File: src/rtl/serial_addsub_pkg.sv
// Shared encodings and helpers for the bit-serial add/subtract unit.
// Holds the mode and FSM state encodings plus the signed-overflow rule.
package serial_addsub_pkg;

  localparam logic MODE_ADD = 1'b0;
  localparam logic MODE_SUB = 1'b1;

  typedef enum logic [1:0] {
    S_IDLE = 2'd0,
    S_RUN  = 2'd1,
    S_DONE = 2'd2
  } state_e;

  // The result MSB disagreeing with A's sign is only an overflow when the
  // effective operand signs agree (B's sign is flipped by subtraction).
  function automatic logic signed_ovf(input logic mode, input logic a_msb,
                                      input logic b_msb, input logic r_msb);
    logic signs_agree;
    signs_agree = (mode == MODE_SUB) ? (a_msb != b_msb) : (a_msb == b_msb);
    return signs_agree && (r_msb != a_msb);
  endfunction

endpackage

File: src/rtl/addsub_bit_cell.sv
// Combinational one-bit add/subtract cell: sum or difference bit plus the
// outgoing carry (add) or borrow (subtract).
module addsub_bit_cell
  import serial_addsub_pkg::*;
(
  input  logic ai,
  input  logic bi,
  input  logic cin,
  input  logic mode,
  output logic r,
  output logic cnext
);

  assign r = ai ^ bi ^ cin;

  always_comb begin
    cnext = 1'b0;
    if (mode == MODE_SUB) begin
      cnext = (~ai & bi) | (cin & ~(ai ^ bi));
    end else begin
      cnext = (ai & bi) | (cin & (ai ^ bi));
    end
  end

endmodule

File: src/rtl/serial_addsub.sv
// Bit-serial add/subtract: latches operands on start, processes one bit per
// clock LSB first, and publishes result/cout/ovf with a one-cycle done pulse.
module serial_addsub
  import serial_addsub_pkg::*;
#(
  parameter int WIDTH = 8
) (
  input  logic             clk,
  input  logic             rst,
  input  logic             start,
  input  logic             mode,
  input  logic [WIDTH-1:0] a,
  input  logic [WIDTH-1:0] b,
  output logic             busy,
  output logic             done,
  output logic [WIDTH-1:0] result,
  output logic             cout,
  output logic             ovf
);

  localparam int CW = (WIDTH > 1) ? $clog2(WIDTH) : 1;
  localparam logic [CW-1:0] CNT_LAST = CW'(WIDTH - 1);

  state_e           state_q, state_d;
  logic [CW-1:0]    cnt_q, cnt_d;
  logic [WIDTH-1:0] a_q, a_d;
  logic [WIDTH-1:0] b_q, b_d;
  logic [WIDTH-1:0] sh_q, sh_d;
  logic [WIDTH-1:0] result_q, result_d;
  logic             mode_q, mode_d;
  logic             c_q, c_d;
  logic             cout_q, cout_d;
  logic             ovf_q, ovf_d;

  logic             bit_r;
  logic             bit_cnext;
  logic [WIDTH-1:0] sh_next;

  addsub_bit_cell u_cell (
    .ai   (a_q[cnt_q]),
    .bi   (b_q[cnt_q]),
    .cin  (c_q),
    .mode (mode_q),
    .r    (bit_r),
    .cnext(bit_cnext)
  );

  // New bits enter at the MSB so that after WIDTH shifts bit 0 sits at the LSB.
  assign sh_next = {bit_r, sh_q[WIDTH-1:1]};

  always_comb begin
    state_d  = state_q;
    cnt_d    = cnt_q;
    a_d      = a_q;
    b_d      = b_q;
    sh_d     = sh_q;
    result_d = result_q;
    mode_d   = mode_q;
    c_d      = c_q;
    cout_d   = cout_q;
    ovf_d    = ovf_q;

    case (state_q)
      S_IDLE: begin
        if (start) begin
          a_d     = a;
          b_d     = b;
          mode_d  = mode;
          c_d     = 1'b0;
          cnt_d   = '0;
          sh_d    = '0;
          state_d = S_RUN;
        end
      end
      S_RUN: begin
        sh_d = sh_next;
        c_d  = bit_cnext;
        if (cnt_q == CNT_LAST) begin
          state_d  = S_DONE;
          result_d = sh_next;
          cout_d   = bit_cnext;
          ovf_d    = signed_ovf(mode_q, a_q[WIDTH-1], b_q[WIDTH-1], bit_r);
        end else begin
          cnt_d = cnt_q + CW'(1);
        end
      end
      S_DONE: begin
        state_d = S_IDLE;
      end
      default: begin
        state_d = S_IDLE;
      end
    endcase
  end

  always_ff @(posedge clk) begin
    if (rst) begin
      state_q  <= S_IDLE;
      cnt_q    <= '0;
      a_q      <= '0;
      b_q      <= '0;
      sh_q     <= '0;
      result_q <= '0;
      mode_q   <= 1'b0;
      c_q      <= 1'b0;
      cout_q   <= 1'b0;
      ovf_q    <= 1'b0;
    end else begin
      state_q  <= state_d;
      cnt_q    <= cnt_d;
      a_q      <= a_d;
      b_q      <= b_d;
      sh_q     <= sh_d;
      result_q <= result_d;
      mode_q   <= mode_d;
      c_q      <= c_d;
      cout_q   <= cout_d;
      ovf_q    <= ovf_d;
    end
  end

  assign busy   = (state_q == S_RUN);
  assign done   = (state_q == S_DONE);
  assign result = result_q;
  assign cout   = cout_q;
  assign ovf    = ovf_q;

endmodule

File: config.mk
export PLATFORM = sky130hd
export DESIGN_NAME = serial_addsub
export DESIGN_NICKNAME = d
export VERILOG_FILES = /design/src/rtl/serial_addsub_pkg.sv /design/src/rtl/addsub_bit_cell.sv /design/src/rtl/serial_addsub.sv
export SDC_FILE = /design/constraint.sdc
export NUM_CORES = 1
export LEC_CHECK = 0
export CAP_MARGIN = 20
export CORE_MARGIN = 3
export CORE_UTILIZATION = 50
export CTS_CLUSTER_SIZE = 24
export DETAILED_ROUTE_END_ITERATION = 16
export GPL_TIMING_DRIVEN = 0
export HOLD_SLACK_MARGIN = 0.1
export PLACE_DENSITY = 0.73
export SETUP_SLACK_MARGIN = 0.4
export SYNTH_ARGS = -nofsm -noshare
export SYNTH_HDL_FRONTEND = slang
export SYNTH_HIERARCHICAL = 1
export SYNTH_SLANG_ARGS = --single-unit
File: constraint.sdc
create_clock -name clk -period 2.6 [get_ports clk]
set_input_delay 0.26 -clock clk [delete_from_list [all_inputs] [get_ports clk]]
set_output_delay 0.26 -clock clk [all_outputs]
set_load 0.005 [all_outputs]
* Word-level counts from Yosys, hierarchy flattened
Index checks and enable logic that the tools add are counted.
Storage, ports and cells: bits in registers 41, input bits 20, output and inout port bits 12, logic and storage cells 55
Cells by class: add/subtract/negate cells 1, order comparisons 1, equal/unequal tests 9, multiplexer cells 16, bitwise gates (word level) 10, reductions and logical operators 8
Operators by type and width (count):
- 8-bit case mux with 2 select lines | 1
- 8-bit 2-to-1 mux | 1
- 2-bit AND reduction | 4
- 1-bit binary-select mux with 3-bit select | 2
- 3-bit 2-to-1 mux | 2
- 3-bit case mux with 2 select lines | 1
- 1-bit 2-to-1 mux | 5
- 1-bit bitwise AND | 4
- 3-bit by 4-bit less-than comparator with 1-bit output, second input constant | 1
- 2-bit 2-to-1 mux | 2
- 2-bit inequality test, second input constant | 2
- 2-bit case mux with 2 select lines | 1
- 3-bit by 1-bit adder with 3-bit output, second input constant | 1
- 3-bit equality test, second input constant | 1
- 3-bit AND reduction | 1
- 2-bit by 1-bit equality test with 1-bit output, second input constant | 1
- 2-bit equality test, second input constant | 1
- 2-bit logical NOT | 1
- 1-bit inequality test | 2
- 2-bit by 1-bit inequality test with 1-bit output, second input constant | 1
- 1-bit inverter | 2
- 1-bit bitwise OR | 2
- 1-bit case mux with 2 select lines | 1
- 2-bit nonzero test | 1
- other kinds (3) | 4

* Logic depth before layout (Yosys ltp)
depth in word-level cells 8, gate-level depth with buffers 8, gate-level depth less buffers 7

* Hierarchy
The synthesis kept the hierarchy.
By module, submodules not included:
- serial_addsub | times used 1, cells each 185, area an instance 1657.8 um2, sequential area each 800.8 um2
- addsub_bit_cell | times used 1, cells each 6, area an instance 61.3 um2, sequential area each 0.0 um2

* Worst setup path after synthesis
No wires, ideal clock.
kind register -> register, start register cnt_q[1], end register ovf_q (netlist: ovf), setup time 0.091 ns, arrival time 2.283 ns, required time 2.509 ns, path slack 0.226 ns, stages on the path, launching flop included 8, path buffers 1, period minus slack after synthesis 2.374 ns, cell sequence dfxtp_1 -> buf_6 -> mux4_1 -> mux2_2 -> fa_1 -> nor2b_1 -> mux2i_1 -> a311oi_1
Between the ends: word-level cells in the longest chain between the ends 6, elaborated cells on any way between the ends 10, those cells by class eq/ne (2); mux (4); bitwise (2); reduce/logical (2)
Ends and longest elaborated chain:
- start: declaration | line serial_addsub.sv:25 | logic [CW-1:0] cnt_q, cnt_d;
- start signal: assignment | line serial_addsub.sv:110 | cnt_q <= cnt_d;
- 1-bit binary-select mux with 3-bit select, on equally long branches | line serial_addsub.sv:40, serial_addsub.sv:41
- 1-bit 2-to-1 mux, on equally long branches | line serial_addsub.sv:40, serial_addsub.sv:41
- 1-bit bitwise XOR (*) (2 in series) | line addsub_bit_cell.sv:14 | assign r = ai ^ bi ^ cin;
- via bit_r | line serial_addsub.sv:35 | logic bit_r;
- 1-bit inequality test (*) | line serial_addsub_pkg.sv:20 | return signs_agree && (r_msb != a_msb);
- 1-bit logical AND (*) | line serial_addsub_pkg.sv:20
- end signal: assignment | line serial_addsub.sv:118 | ovf_q <= ovf_d;
- end: declaration | line serial_addsub.sv:33 | logic ovf_q, ovf_d;
The timed path passes the listed nets; every way through them passes the cells marked *. The select of a mux whose other input is x is not followed. A chain may end at the register's enable or synchronous reset.

* Worst setup path after layout
Ends and elaborated chain as after synthesis.

==> reports/metrics.cfg <==
[global_route]
overflow = 0
grt_usage = 0.207
grt_pass1_vias = 1435
antenna_found_initial = 0
grt_pass1_wl_um = 6690
grt_max_degree = 13

[sta]
slew_headroom = 0.677
worst_slack_ns = 0.164
hold-worst-slack_ns = 0.288
max_freq_mhz = 411
fin_crit_sh = 0.937
final.setup.tns_ns = 0
worstMarginPinSlew_ns = 0.484
rsz0062_at_grt = true
finalMaxSlewViolations = 0
skew_ns = 0.0148
setup_viol = 0
final_hold_viol_count = 0
min_period_ns = 2.44

[yosys]
synth_top_cell_by_area = dfxtp_1
synth_top_flop_cell = dfxtp_1
syn_area_um2 = 1720
yosysMostFrequentCell = nand2_1
synth.area.top_cells = dfxtp_1 (47%), nand2_1 (9.8%), a21oi_1 (8.2%)
yosysSeqAreaShare = 0.466
synth_edf_count = 0
synth.avg_cell_area_um2 = 9.00
ys_ff_latch = 40
syn_inst = 191
ys_top_cells_by_count = nand2_1 (45), dfxtp_1 (40), a21oi_1 (28), nand3_1 (10), nor2_1 (10)
synth_async_sr_flop_share = 0
ys_warn_count = 6
synth_cell_types = 27
synth_top_cell_area_share = 0.466
syn_nets = 215

[setup_path]
path_class = reg2reg
crit_path_end_kind = flip-flop
cpMaxStageDelayCell = fa_2
worstPathCellList = buf_6, mux4_2, mux2_4, fa_2, nor2b_4, mux2i_2, a311oi_1
required_ns = 2.86
cpPeakStageDelay_ns = 0.57
arrival_ns = 2.69
start_kind = flip-flop
crit_start = cnt_q[1]
path_max_fanout = 5
timing.rr.start = cnt_q[1]

[die]
die_y_um = 64.6
fp.dieW_um = 64.6
initial_core_util = 0.545
io_pins = 32
dieArea_um2 = 4180
rows = 20
core_um2 = 3150

[placed_design]
port_buffers = 30
place_ws_ns = 0.0957
hpwl_um = 2670
routabilityCongestion = 0.727

[cts]
clkSlewWorstSetupHoldPaths_ns = 0.12
cts.sinks = 40
numCtsBuffers = 5
htreeDepth = 2
cts_tree = yes
postCtsHoldBufs = 0
insertion_delay_ns = 0.35
clockBufferDepth = 2
cts_root_buf = clkbuf_4

[job]
drv_cap = 0

[routing]
drt_iter0_drc = 117
via_per_inst = 5.31
post_drt_wl_per_cell_um = 13.6
drc = 0
final_antenna_net_count = 0
num_vias = 1481
drt-pass1-iter-count = 4
wl_um = 3780

[cells_and_area]
fin_nets = 258
multi_input_area_um2 = 838
nFillCells = 267
area_growth_pct = 28.7
register_area_um2 = 802
drive_gt1_frac = 0.170
n_antenna_cell = 0

[worst_hold_path]
hp-class = in2reg
holdCritStartpoint = rst

[pwr]
irDropWorstVdd_uv = 362
p_leak_nw = 0.808
power_density_nw_per_um2 = 518

[run_status]
status = finished, final reports clean

[path summary, 6_finish.rpt]
| kind | end | slack (ns) | depth (start not counted) |
|---|---|---|---|
| worst min-delay path | a_q[4] | 0.29 | 2 |
| worst max-delay path | ovf | 0.16 | 7 |
| worst max register to register | ovf | 0.16 | 7 |
| worst min register to register | result[2] | 0.46 | 2 |
[worst max-delay path: cells and delay by family (launching register included)]
family	cells	cell delay (ns)
muxes	3	0.89
AOI/OAI and AO/OA	1	0.24
and+or+nand+nor	1	0.15
buffers and inverters	1	0.13
adders and majority gates	1	0.57
DFF	1	0.36
[cell usage in the layout, fill, tap and decap left out, types with 4 or more instances in the layout]
cell type,n
a21oi_1,28
dfxtp_1,39
buf_6,4
buf_2,4
clkdlybuf4s50_1,30
clkbuf_4,5
nor2_1,10
buf_4,7
nand3_1,10
clkbuf_1,5
a22oi_1,7
mux4_2,4
nand2_1,45
[timing repair]
| action | in CTS | in global routing |
|---|---|---|
| setup endpoints to repair | 4 | 6 |
| pin swaps | 3 | 5 |
| hold endpoints to repair | 0 | 0 |
| setup buffers | 6 | 0 |
| gates resized for setup | 9 | 5 |
[where the power goes]
part	switching (mW)	total [mW]	internal (mW)
combinational	0.0789	0.172	0.0928
clock	0.197	0.326	0.129
sequential	0.0147	0.647	0.633
total	0.291	1.14	0.854
[cell families after synthesis]
family | share of synthesized area
xor+xnor | 0.00510
buf+inv | 0.0582
mux | 0.0917
flops | 0.466
simple gates | 0.205
fa+ha+maj | 0.0378
compound gates | 0.137
[through the flow]
stage,power [mW],cells,instance area [um2],util
2_1_floorplan,0.748,191,1720,-
3_3_place_gp,0.797,265,2070,0.657
3_5_place_dp,0.805,265,2070,0.657
4_1_cts,1.15,279,2200,0.699
5_1_grt,1.20,279,2210,0.702
6_report,1.14,279,2210,0.702
[area by class of cell]
| cell class | count | area share |
|---|---|---|
| inverter | 4 | 0.00679 |
| timing repair buffer | 36 | 0.160 |
| sequential | 40 | 0.363 |
| clock inverter | 2 | 0.00452 |
| multi-input combinational | 132 | 0.379 |
| clock buffer | 6 | 0.0232 |
| buffer | 15 | 0.0396 |
| tap | 44 | 0.0249 |
[routing by layer]
metal | routed length, um | GRT usage | vias to the layer above
met5 | 0 | 0 | -
met4 | 66 | 0.0897 | 0
met3 | 220 | 0.0485 | 8
met2 | 1830 | 0.338 | 41
met1 | 1670 | 0.260 | 696
li1 | - | - | 736
[flip-flops by register name, indices dropped and copies added, names as in the netlist]
name / cells
a_q: 8
b_q: 8
c_q: 1
cnt_q: 3
cout: 1
mode_q: 1
ovf: 1
result: 8
sh_q: 7
state_q: 2
Power figures use the tool's default switching activity.
